<file path="config.mk">
export PLATFORM = sky130hd
export DESIGN_NAME = delay_path_probe_ctrl
export DESIGN_NICKNAME = d
export VERILOG_FILES = /design/src/rtl/delay_path_probe_ctrl_pkg.sv /design/src/rtl/delay_path_probe_ctrl_sync.sv /design/src/rtl/delay_path_probe_ctrl.sv
export SDC_FILE = /design/constraint.sdc
export NUM_CORES = 1
export LEC_CHECK = 0
export ABC_AREA = 1
export CORE_MARGIN = 3
export CORE_UTILIZATION = 45
export DETAILED_ROUTE_END_ITERATION = 8
export PLACE_DENSITY = 0.67
export SETUP_SLACK_MARGIN = 0.4
export SLEW_MARGIN = 20
export SYNTH_ARGS = -nofsm -noshare
export SYNTH_HDL_FRONTEND = slang
export SYNTH_SLANG_ARGS = --single-unit
</file>
<file path="constraint.sdc">
create_clock -name clk -period 2 [get_ports clk]
set_input_delay 0.3 -clock clk [delete_from_list [all_inputs] [get_ports clk]]
set_output_delay 0.3 -clock clk [all_outputs]
set_load 0.02 [all_outputs]
</file>
<file path="src/rtl/delay_path_probe_ctrl_pkg.sv">
// Shared types and sizing helpers for the delay-path probe sequencer.
package delay_path_probe_ctrl_pkg;

    typedef enum logic [2:0] {
        stIdle    = 3'd0,
        stSettle  = 3'd1,
        stMeasure = 3'd2,
        stReturn  = 3'd3,
        stFinish  = 3'd4
    } probeState_t;

    // Accumulator width: one trial delay plus headroom for 2**trialsLog2 additions.
    function automatic int unsigned accWidth(input int unsigned cntW, input int unsigned trialsLog2);
        return cntW + trialsLog2;
    endfunction

endpackage

</file>
<file path="src/rtl/delay_path_probe_ctrl_sync.sv">
// probe_sync: STAGES-deep flop chain bringing the asynchronous path output into clk.
module probe_sync #(
    parameter int unsigned STAGES = 2
) (
    input  logic clk,
    input  logic rst_n,
    input  logic din,
    output logic dout
);

    logic [STAGES-1:0] chain;

    always_ff @(posedge clk or negedge rst_n) begin
        if (!rst_n) begin
            chain <= '0;
        end else begin
            chain <= {chain[STAGES-2:0], din};
        end
    end

    assign dout = chain[STAGES-1];

endmodule

</file>
<file path="src/rtl/delay_path_probe_ctrl.sv">
// Launches step transitions into a delay chain and measures rising-edge delay in cycles.
// Optional min/max delay outputs are enabled with `define PROBE_MINMAX_EN.
module delay_path_probe_ctrl
    import delay_path_probe_ctrl_pkg::*;
#(
    parameter int unsigned CNT_W       = 16,
    parameter int unsigned TRIALS_LOG2 = 3,
    parameter int unsigned TIMEOUT     = 1023,
    parameter int unsigned SETTLE      = 15,
    parameter int unsigned SYNC_STAGES = 2
) (
    input  logic             clk,
    input  logic             rst_n,
    input  logic             start,
    input  logic             abort,
    output logic             path_input,
    input  logic             path_result,
    output logic             busy,
    output logic             done,
    output logic             timeout_err,
    output logic [CNT_W-1:0] delay_last,
    output logic [CNT_W-1:0] delay_avg
`ifdef PROBE_MINMAX_EN
    ,
    output logic [CNT_W-1:0] delay_min,
    output logic [CNT_W-1:0] delay_max
`endif
);

    localparam int unsigned ACC_W = accWidth(CNT_W, TRIALS_LOG2);
    localparam logic [CNT_W-1:0] TIMEOUT_C = CNT_W'(TIMEOUT);
    localparam logic [CNT_W-1:0] SETTLE_C  = CNT_W'(SETTLE);

    probeState_t            state, stateNxt;
    logic [CNT_W-1:0]       settleCnt, settleNxt;
    logic [CNT_W-1:0]       cnt, cntNxt;
    logic [ACC_W-1:0]       acc, accNxt;
    logic [TRIALS_LOG2-1:0] trialIdx, trialNxt;
    logic                   errNxt;
    logic [CNT_W-1:0]       lastNxt, avgNxt;
    logic                   pathInNxt, busyNxt, doneNxt;
    logic                   rs;
`ifdef PROBE_MINMAX_EN
    logic [CNT_W-1:0]       minNxt, maxNxt;
`endif

    probe_sync #(.STAGES(SYNC_STAGES)) u_sync (
        .clk   (clk),
        .rst_n (rst_n),
        .din   (path_result),
        .dout  (rs)
    );

    // State and all registered outputs.
    always_ff @(posedge clk or negedge rst_n) begin
        if (!rst_n) begin
            state       <= stIdle;
            settleCnt   <= '0;
            cnt         <= '0;
            acc         <= '0;
            trialIdx    <= '0;
            path_input  <= 1'b0;
            busy        <= 1'b0;
            done        <= 1'b0;
            timeout_err <= 1'b0;
            delay_last  <= '0;
            delay_avg   <= '0;
`ifdef PROBE_MINMAX_EN
            delay_min   <= '1;
            delay_max   <= '0;
`endif
        end else begin
            state       <= stateNxt;
            settleCnt   <= settleNxt;
            cnt         <= cntNxt;
            acc         <= accNxt;
            trialIdx    <= trialNxt;
            path_input  <= pathInNxt;
            busy        <= busyNxt;
            done        <= doneNxt;
            timeout_err <= errNxt;
            delay_last  <= lastNxt;
            delay_avg   <= avgNxt;
`ifdef PROBE_MINMAX_EN
            delay_min   <= minNxt;
            delay_max   <= maxNxt;
`endif
        end
    end

    // Next-state and next-output logic.
    always_comb begin
        stateNxt  = state;
        settleNxt = settleCnt;
        cntNxt    = cnt;
        accNxt    = acc;
        trialNxt  = trialIdx;
        errNxt    = timeout_err;
        lastNxt   = delay_last;
        avgNxt    = delay_avg;
`ifdef PROBE_MINMAX_EN
        minNxt    = delay_min;
        maxNxt    = delay_max;
`endif

        case (state)
            stIdle: begin
                if (start) begin
                    accNxt    = '0;
                    trialNxt  = '0;
                    errNxt    = 1'b0;
                    settleNxt = '0;
                    cntNxt    = '0;
                    stateNxt  = stSettle;
`ifdef PROBE_MINMAX_EN
                    minNxt    = '1;
                    maxNxt    = '0;
`endif
                end
            end
            stSettle: begin
                // settleCnt tracks the low run; cnt tracks a stuck-high run.
                if (rs) begin
                    settleNxt = '0;
                    if (cnt == TIMEOUT_C) begin
                        errNxt   = 1'b1;
                        stateNxt = stFinish;
                    end else begin
                        cntNxt = cnt + CNT_W'(1);
                    end
                end else begin
                    cntNxt = '0;
                    if (settleCnt == SETTLE_C) begin
                        stateNxt = stMeasure;
                    end else begin
                        settleNxt = settleCnt + CNT_W'(1);
                    end
                end
            end
            stMeasure: begin
                if (rs) begin
                    lastNxt  = cnt;
                    accNxt   = acc + ACC_W'(cnt);
                    cntNxt   = '0;
                    stateNxt = stReturn;
`ifdef PROBE_MINMAX_EN
                    if (cnt < delay_min) minNxt = cnt;
                    if (cnt > delay_max) maxNxt = cnt;
`endif
                end else if (cnt == TIMEOUT_C) begin
                    errNxt   = 1'b1;
                    stateNxt = stFinish;
                end else begin
                    cntNxt = cnt + CNT_W'(1);
                end
            end
            stReturn: begin
                if (!rs) begin
                    trialNxt  = trialIdx + TRIALS_LOG2'(1);
                    settleNxt = '0;
                    cntNxt    = '0;
                    stateNxt  = (trialIdx == '1) ? stFinish : stSettle;
                end else if (cnt == TIMEOUT_C) begin
                    errNxt   = 1'b1;
                    stateNxt = stFinish;
                end else begin
                    cntNxt = cnt + CNT_W'(1);
                end
            end
            stFinish: begin
                stateNxt = stIdle;
            end
            default: begin
                stateNxt = stIdle;
            end
        endcase

        // Abort wins over any edge or timeout and leaves reported values untouched.
        if (abort && state != stIdle) begin
            stateNxt  = stIdle;
            settleNxt = settleCnt;
            cntNxt    = cnt;
            accNxt    = acc;
            trialNxt  = trialIdx;
            errNxt    = timeout_err;
            lastNxt   = delay_last;
`ifdef PROBE_MINMAX_EN
            minNxt    = delay_min;
            maxNxt    = delay_max;
`endif
        end

        if (stateNxt == stFinish && !errNxt) begin
            avgNxt = CNT_W'(accNxt >> TRIALS_LOG2);
        end

        pathInNxt = (stateNxt == stMeasure);
        busyNxt   = (stateNxt != stIdle);
        doneNxt   = (stateNxt == stFinish);
    end

endmodule

</file>
Yosys cells after proc, flatten, opt, wreduce, memory -nomap -nowiden

Cells that the tools add are included.

Bits in registers: 95
Input port bits: 5
Output and inout port bits: 36

Add/subtract/negate cells: 4
Eq/ne operators: 12
Mux-type cells: 31
Bitwise operators: 1
Reduce and logical (&&, ||, !) cells: 16

Operators by type and width:

| cell                                                  | count |
|---|---|
| 2-to-1 mux 16 bit                                     | 7 |
| case mux 16 bit (3 select lines)                      | 2 |
| 2-to-1 mux 19 bit                                     | 3 |
| case mux 19 bit (2 select lines)                      | 1 |
| adder 16 x 1 -> 16 bit, second input constant         | 2 |
| 2-to-1 mux 3 bit                                      | 10 |
| adder 19 x 16 -> 19 bit                               | 1 |
| == test 16 x 10 -> 1 bit, second input constant       | 1 |
| == test 16 x 4 -> 1 bit, second input constant        | 1 |
| case mux 3 bit (4 select lines)                       | 1 |
| nonzero test 3 bit                                    | 4 |
| == test 3 x 2 -> 1 bit, second input constant         | 3 |
| AND reduction 4 bit                                   | 2 |
| == test 3 bit, second input constant                  | 2 |
| case mux 3 bit (2 select lines)                       | 1 |
| AND reduction 3 bit                                   | 2 |
| 2-to-1 mux 1 bit                                      | 5 |
| AND reduction 5 bit                                   | 1 |
| inequality test 2 bit, second input constant          | 2 |
| nonzero test 2 bit                                    | 2 |
| adder 3 x 1 -> 3 bit, second input constant           | 1 |
| == test 3 x 1 -> 1 bit, second input constant         | 1 |
| logical NOT 3 bit                                     | 1 |
| inequality test 3 x 2 -> 1 bit, second input constant | 1 |
| 6 further kinds                                       | 7 |

Longest topological paths before layout

Word-level depth: 7
Depth in mapped cells: 15

By module

From an unflattened synthesis, not the netlist that was laid out.

Cell total of the unflattened synthesis: 751
Area, all modules: 5530.3 µm²

By module, submodules not included:

| module                | instances | cells an instance | area each (µm²) | sequential area each (µm²) |
|---|---|---|---|---|
| delay_path_probe_ctrl | 1         | 749               | 5480.3          | 2327.2 |
| probe_sync            | 1         | 2                 | 50.0            | 50.0 |

Least setup slack after synthesis

OpenSTA, ideal clock, no wires.

Kind: reg2reg
Start: reg cnt[0]
End: reg delay_avg[13]
Setup time: 0.116 ns
Data arrival time: 1.801 ns
Required time: 1.884 ns
Setup slack: 0.083 ns
Cell stages (with the launch flop): 16
Buffers on the path: 0
Period minus slack after synthesis: 1.917 ns
Cell sequence: dfrtp_1 > ha_1 > inv_1 > fa_1 > inv_1 > nand3_1 > nand3_1 > nand2_1 > nand3_1 > nand2_1 > nand2_1 > nand2_1 > nand2_1 > nand2_1 > nand2_1 > nand2_1

Elaborated cells between the ends (all ways): 19
Classes of those cells: add/sub: 1; eq/ne: 2; mux: 14; reduce/logical: 2

RTL lines:

| element                          | line                         | source |
|---|---|---|
| from (decl)                      | delay_path_probe_ctrl.sv:36  | `logic [CNT_W-1:0] cnt, cntNxt;` |
| from (signal assigned)           | delay_path_probe_ctrl.sv:75  | `cnt <= cntNxt;` |
| adder 19 x 16 -> 19 bit          | delay_path_probe_ctrl.sv:143 | `accNxt = acc + ACC_W'(cnt);` |
| 2-to-1 mux 19 bit                | delay_path_probe_ctrl.sv:141 | `if (rs) begin` |
| case mux 19 bit (2 select lines) | delay_path_probe_ctrl.sv:106 | `case (state)` |
| 2-to-1 mux 19 bit                | delay_path_probe_ctrl.sv:179 | `if (abort && state != stIdle) begin` |
| named net accNxt[16]             | delay_path_probe_ctrl.sv:37  | `logic [ACC_W-1:0] acc, accNxt;` |
| to (signal assigned)             | delay_path_probe_ctrl.sv:83  | `delay_avg <= avgNxt;` |
| to (decl)                        | delay_path_probe_ctrl.sv:22  | `output logic [CNT_W-1:0] delay_avg` |

The timed path passes the listed nets, and every way through them passes these cells. The select of a mux whose other input is x is not followed.
A chain may end at the register's enable or synchronous reset.

Worst setup path after layout

Start: reg state[0]
End: reg cnt[10]

Word-level cells in the longest chain between the ends: 4
Elaborated cells between the ends (all ways): 12
Classes of those cells: eq/ne: 4; mux: 1; bitwise: 1; reduce/logical: 6

RTL lines:

| element                                                           | line                         | source |
|---|---|---|
| from (decl)                                                       | delay_path_probe_ctrl.sv:34  | `probeState_t state, stateNxt;` |
| from (signal assigned)                                            | delay_path_probe_ctrl.sv:57  | `state <= stIdle;` |
| from (signal assigned)                                            | delay_path_probe_ctrl.sv:73  | `state <= stateNxt;` |
| == test 3 x 2 -> 1 bit, or another cell as far along              | delay_path_probe_ctrl.sv:106 |  |
| OR reduction 2 bit (no line) or logical AND 1 bit (tied branches) | --                           |  |
| nonzero test 3 bit (no line) or NOT 1 bit (tied branches)         | --                           |  |
| AND reduction 3 bit (no line)                                     | --                           |  |

Parallel ways exist; a longest one is shown, timed or not.

==> metrics.md <==
| Metric | Value |
|---|---|
| NetSw | `1944 uW` |
| Worst-Margin Slew | `333.7 ps` |
| Placeable Area | `12160 sq um` |
| Fin. Hold Viols | `0` |
| Via count | `5989` |
| Static leakage | `0.004515 uW` |
| Clock sink count | `95` |
| Worst hold path class | `primary input to async pin` |
| RSZ-0062 raised after global routing | `yes` |
| Placed inst area | `6636 sq um` |
| Share of cells above drive strength 1 | `37.58%` |
| Switching share of power | `34.40%` |
| Share of power burned in registers | `36.2%` |
| Syn avg cell area | `7.075 sq um` |
| Design area | `8542 sq um` |
| Max_cap viols | `0` |
| Area of the multi-input gates | `3875 sq um` |
| DR iter-0 viols | `508` |
| Skew final | `9.419 ps` |
| Worst Path Buf+Inv | `2` |
| Total track usage | `24.43%` |
| Die ar. | `14020 sq um` |
| Tcrit/Tclk final | `96.26%` |
| Worst-path cell chain | `buf_6, nor2_4, nand2_4, nand2_4, nand2_4, nor2_4, buf_4, nand4_1, o21ai_0, nor2_1` |
| Synth Area in Adders | `4.751%` |
| Post-synth ARST share | `100.0%` |
| Wire per inst | `16.76 microns` |
| Worst setup margin | `74.71 ps` |
| Pwr dens | `661.7 nW/um^2` |
| Vias in the first global route | `5587` |
| Clock power share | `30.9%` |
| Crit path arrival time | `2170 ps` |
| Routed wire length | `18740 microns` |
| Sequential area share after synthesis | `41.79%` |
| # nets final | `971` |
| Total grt overflow | `0` |
| Register Area | `2397 sq um` |
| CTS tree | `done` |
| #FFs+latches synth | `95` |
| Simple-gate portion of the synthesized area | `37.24%` |
| Pins Over Slew Limit | `0` |
| Maximum vdd ir drop | `0.0003888 V` |
| Final ANT Viol Nets | `0` |
| CP Launch Type | `flip-flop` |
| Initial Util | `46.77%` |
| Total power | `5653 uW` |
| Die Y | `118.4 microns` |
| Setup_tns | `0 ps` |
| Max FO, Critical Path | `6` |
| Post-synth cell types | `38` |
| CP peak stage delay | `400 ps` |
| Post-synth EDFFs | `0` |
| Top cell family by delay on the critical path | `simple AND/OR/NAND/NOR gates` |
| YS warnings | `0` |
| Synthesized area | `5688 sq um` |
| Cell-internal power | `3708 uW` |
| Final setup viols | `0` |
| Routed vias/inst | `5.357` |
| Worst skew pair latency | `360 ps` |
| CTS root buf | `clkbuf_16` |
| Final Wtd Congestion | `0.9137` |
| Filler Cell Count | `962` |
| Pin count of the biggest net entering global routing | `43` |
| Post-Synthesis Cells | `804` |
| Worst setup EP type | `flip-flop` |
| Mux cell area share after synthesis | `0%` |
| Compound-cell area share of the yosys netlist | `6.731%` |
| Cts bufs inserted | `9` |
| I/O Buffers | `40` |
| Worst setup path class | `flip-flop to flip-flop` |
| Detail Placement HPWL | `11740 microns` |
| First-pass GRT wire length | `27570 microns` |
| Fin util | `70.24%` |
| Antenna diodes | `0` |
| Area Overhead vs Synth | `50.18%` |
| Initial antenna violation count | `0` |
| Comb power frac | `32.9%` |
| Die W | `118.4 microns` |
| XOR/XNOR share of the synthesized area | `1.386%` |
| Fmax | `519.4 MHz` |
| Clock Path Buffers | `2` |
| Dominant register cell in the synthesized netlist | `dfrtp_1` |
| Worst endpoint required time | `2240 ps` |
| Minimum clock period | `1925 ps` |
| Main combinational cell family by area after synthesis | `simple AND/OR/NAND/NOR gates` |
| Core Rows | `40` |
| Max_slew headroom | `77.63%` |
| # DRC | `0` |
| Worst slack at placement | `-43.68 ps` |
| H-Tree Level Count | `3` |
| Pre-antenna DRT Iters | `7` |
| Worst-path clk slew | `70 ps` |
| Most used cell, CP | `nand2_4` |
| Status | `finished clean` |
| I/O pins | `41` |
| CP max-delay cell | `dfrtp_1` |
| Syn Nets | `830` |
==> synth_stat cells, types with 2 or more instances <==
cell / number / area [sq um]
a21oi_1: 15 / 75.07
and2_1: 2 / 12.51
buf_2: 8 / 40.04
buf_6: 2 / 22.52
clkbuf_1: 3 / 11.26
dfrtp_1: 95 / 2377
ha_1: 20 / 250.2
inv_1: 92 / 345.3
inv_2: 5 / 18.77
nand2_1: 302 / 1134
nand2_2: 2 / 12.51
nand2_4: 3 / 33.78
nand3_1: 50 / 250.2
nand3b_1: 7 / 52.55
nand4_1: 30 / 187.7
nor2_1: 66 / 247.7
nor2_2: 4 / 25.02
nor3_1: 17 / 85.08
nor3_2: 2 / 20.02
o21ai_0: 51 / 255.2
o21ai_1: 3 / 15.01
o31ai_1: 2 / 15.01
xnor2_1: 3 / 26.28
xor2_1: 6 / 52.55
==> power by group through the flow <==
stage	clock [uW]	sequential [uW]	combinational (uW)
6_report	1750	2050	1860
5_1_grt	1840	2060	1950
4_1_cts	1760	2040	1230
3_5_place_dp	0	2070	1030
3_3_place_gp	0	2070	1010
2_1_floorplan	0	2070	614
==> layout make-up <==
class                           count  area share, %
Multi-Input combinational cell    595          45.36
Clock buffer                       13          3.164
Inverter                           98          4.614
Sequential cell                    95          28.07
Clock inverter                      3         0.3076
Tap cell                          168          2.461
Timing Repair Buffer              146          16.02
==> registers in the layout, summed over array words and instances, names as in the netlist <==
name          count
done              1
delay_last       16
busy              1
timeout_err       1
state             3
cnt              16
acc              19
u_sync.chain      2
delay_avg        16
settleCnt        16
trialIdx          3
path_input        1
==> worst paths after layout <==
| check | start | endpoint | slack (ps) | cells after the start |
|---|---|---|---|---|
| setup / recovery | state[0] | cnt[10] | 70 | 10 |
| hold / removal | rst_n | delay_last[9] | 340 | 2 |
| setup reg to reg | state[0] | cnt[10] | 70 | 10 |
| hold reg to reg | u_sync.chain[0] | u_sync.chain[1] | 350 | 0 |
| max in group asynchronous | rst_n | state[2] | 1170 | 3 |
| min in group clk | u_sync.chain[0] | u_sync.chain[1] | 350 | 0 |
==> metal layers <==
layer | GRT usage [%] | up-vias | part of all wire [%]
met4 | 8.545 | 0 | 3.1
li1 | - | 2862 | -
met1 | 33.25 | 2871 | 44
met5 | 0 | - | 0
met3 | 2.823 | 50 | 4.4
met2 | 40.48 | 206 | 48
==> kinds of logic (layout without fill, tap and decap cells) <==
| kind of cell | count (synthesis) | in the layout |
|---|---|---|
| xor gates and xnor gates | 9 | 9 |
| and+or+nand+nor | 491 | 491 |
| buffers and inverters | 114 | 260 |
| adders and majority gates | 21 | 21 |
| AOI/OAI and AO/OA | 74 | 74 |
| DFF | 95 | 95 |
==> timing repair <==
item                                    4_1_cts  5_1_grt
setup buffers                                32       22
pin swaps                                    30       53
gates cloned                                  1        3
resized for setup                           171      180
endpoints found under the setup margin      101       90
hold buffers                                  1        0
hold endpoints to repair                     11        0
==> through the flow <==
step / hold WS [ps] / std cells
detailed placement: 170.7 / 1043
finish: 336.0 / 1118
global route: 356.7 / 1118
CTS: 344.3 / 1093
floorplan: 4.409 / 804
global placement: 166.0 / 1043
==> placed cells by master, fill, tap and decap left out, types with 4 or more instances in the layout <==
cell,n
a21oi_1,7
a21oi_2,7
buf_12,6
buf_4,78
buf_6,18
clkbuf_16,11
clkdlybuf4s50_1,4
dfrtp_1,79
dfrtp_2,16
dlygate4sd2_1,32
ha_4,16
inv_1,71
inv_2,19
inv_4,6
nand2_1,212
nand2_2,63
nand2_4,32
nand3_1,35
nand3_2,8
nand3_4,9
nand3b_1,7
nand4_1,30
nor2_1,48
nor2_2,11
nor2_4,12
nor3_1,11
nor3_4,5
o21ai_0,24
o21ai_1,16
o21ai_2,15
xor2_1,6
Note: power is estimated with default switching activity, not from simulation.
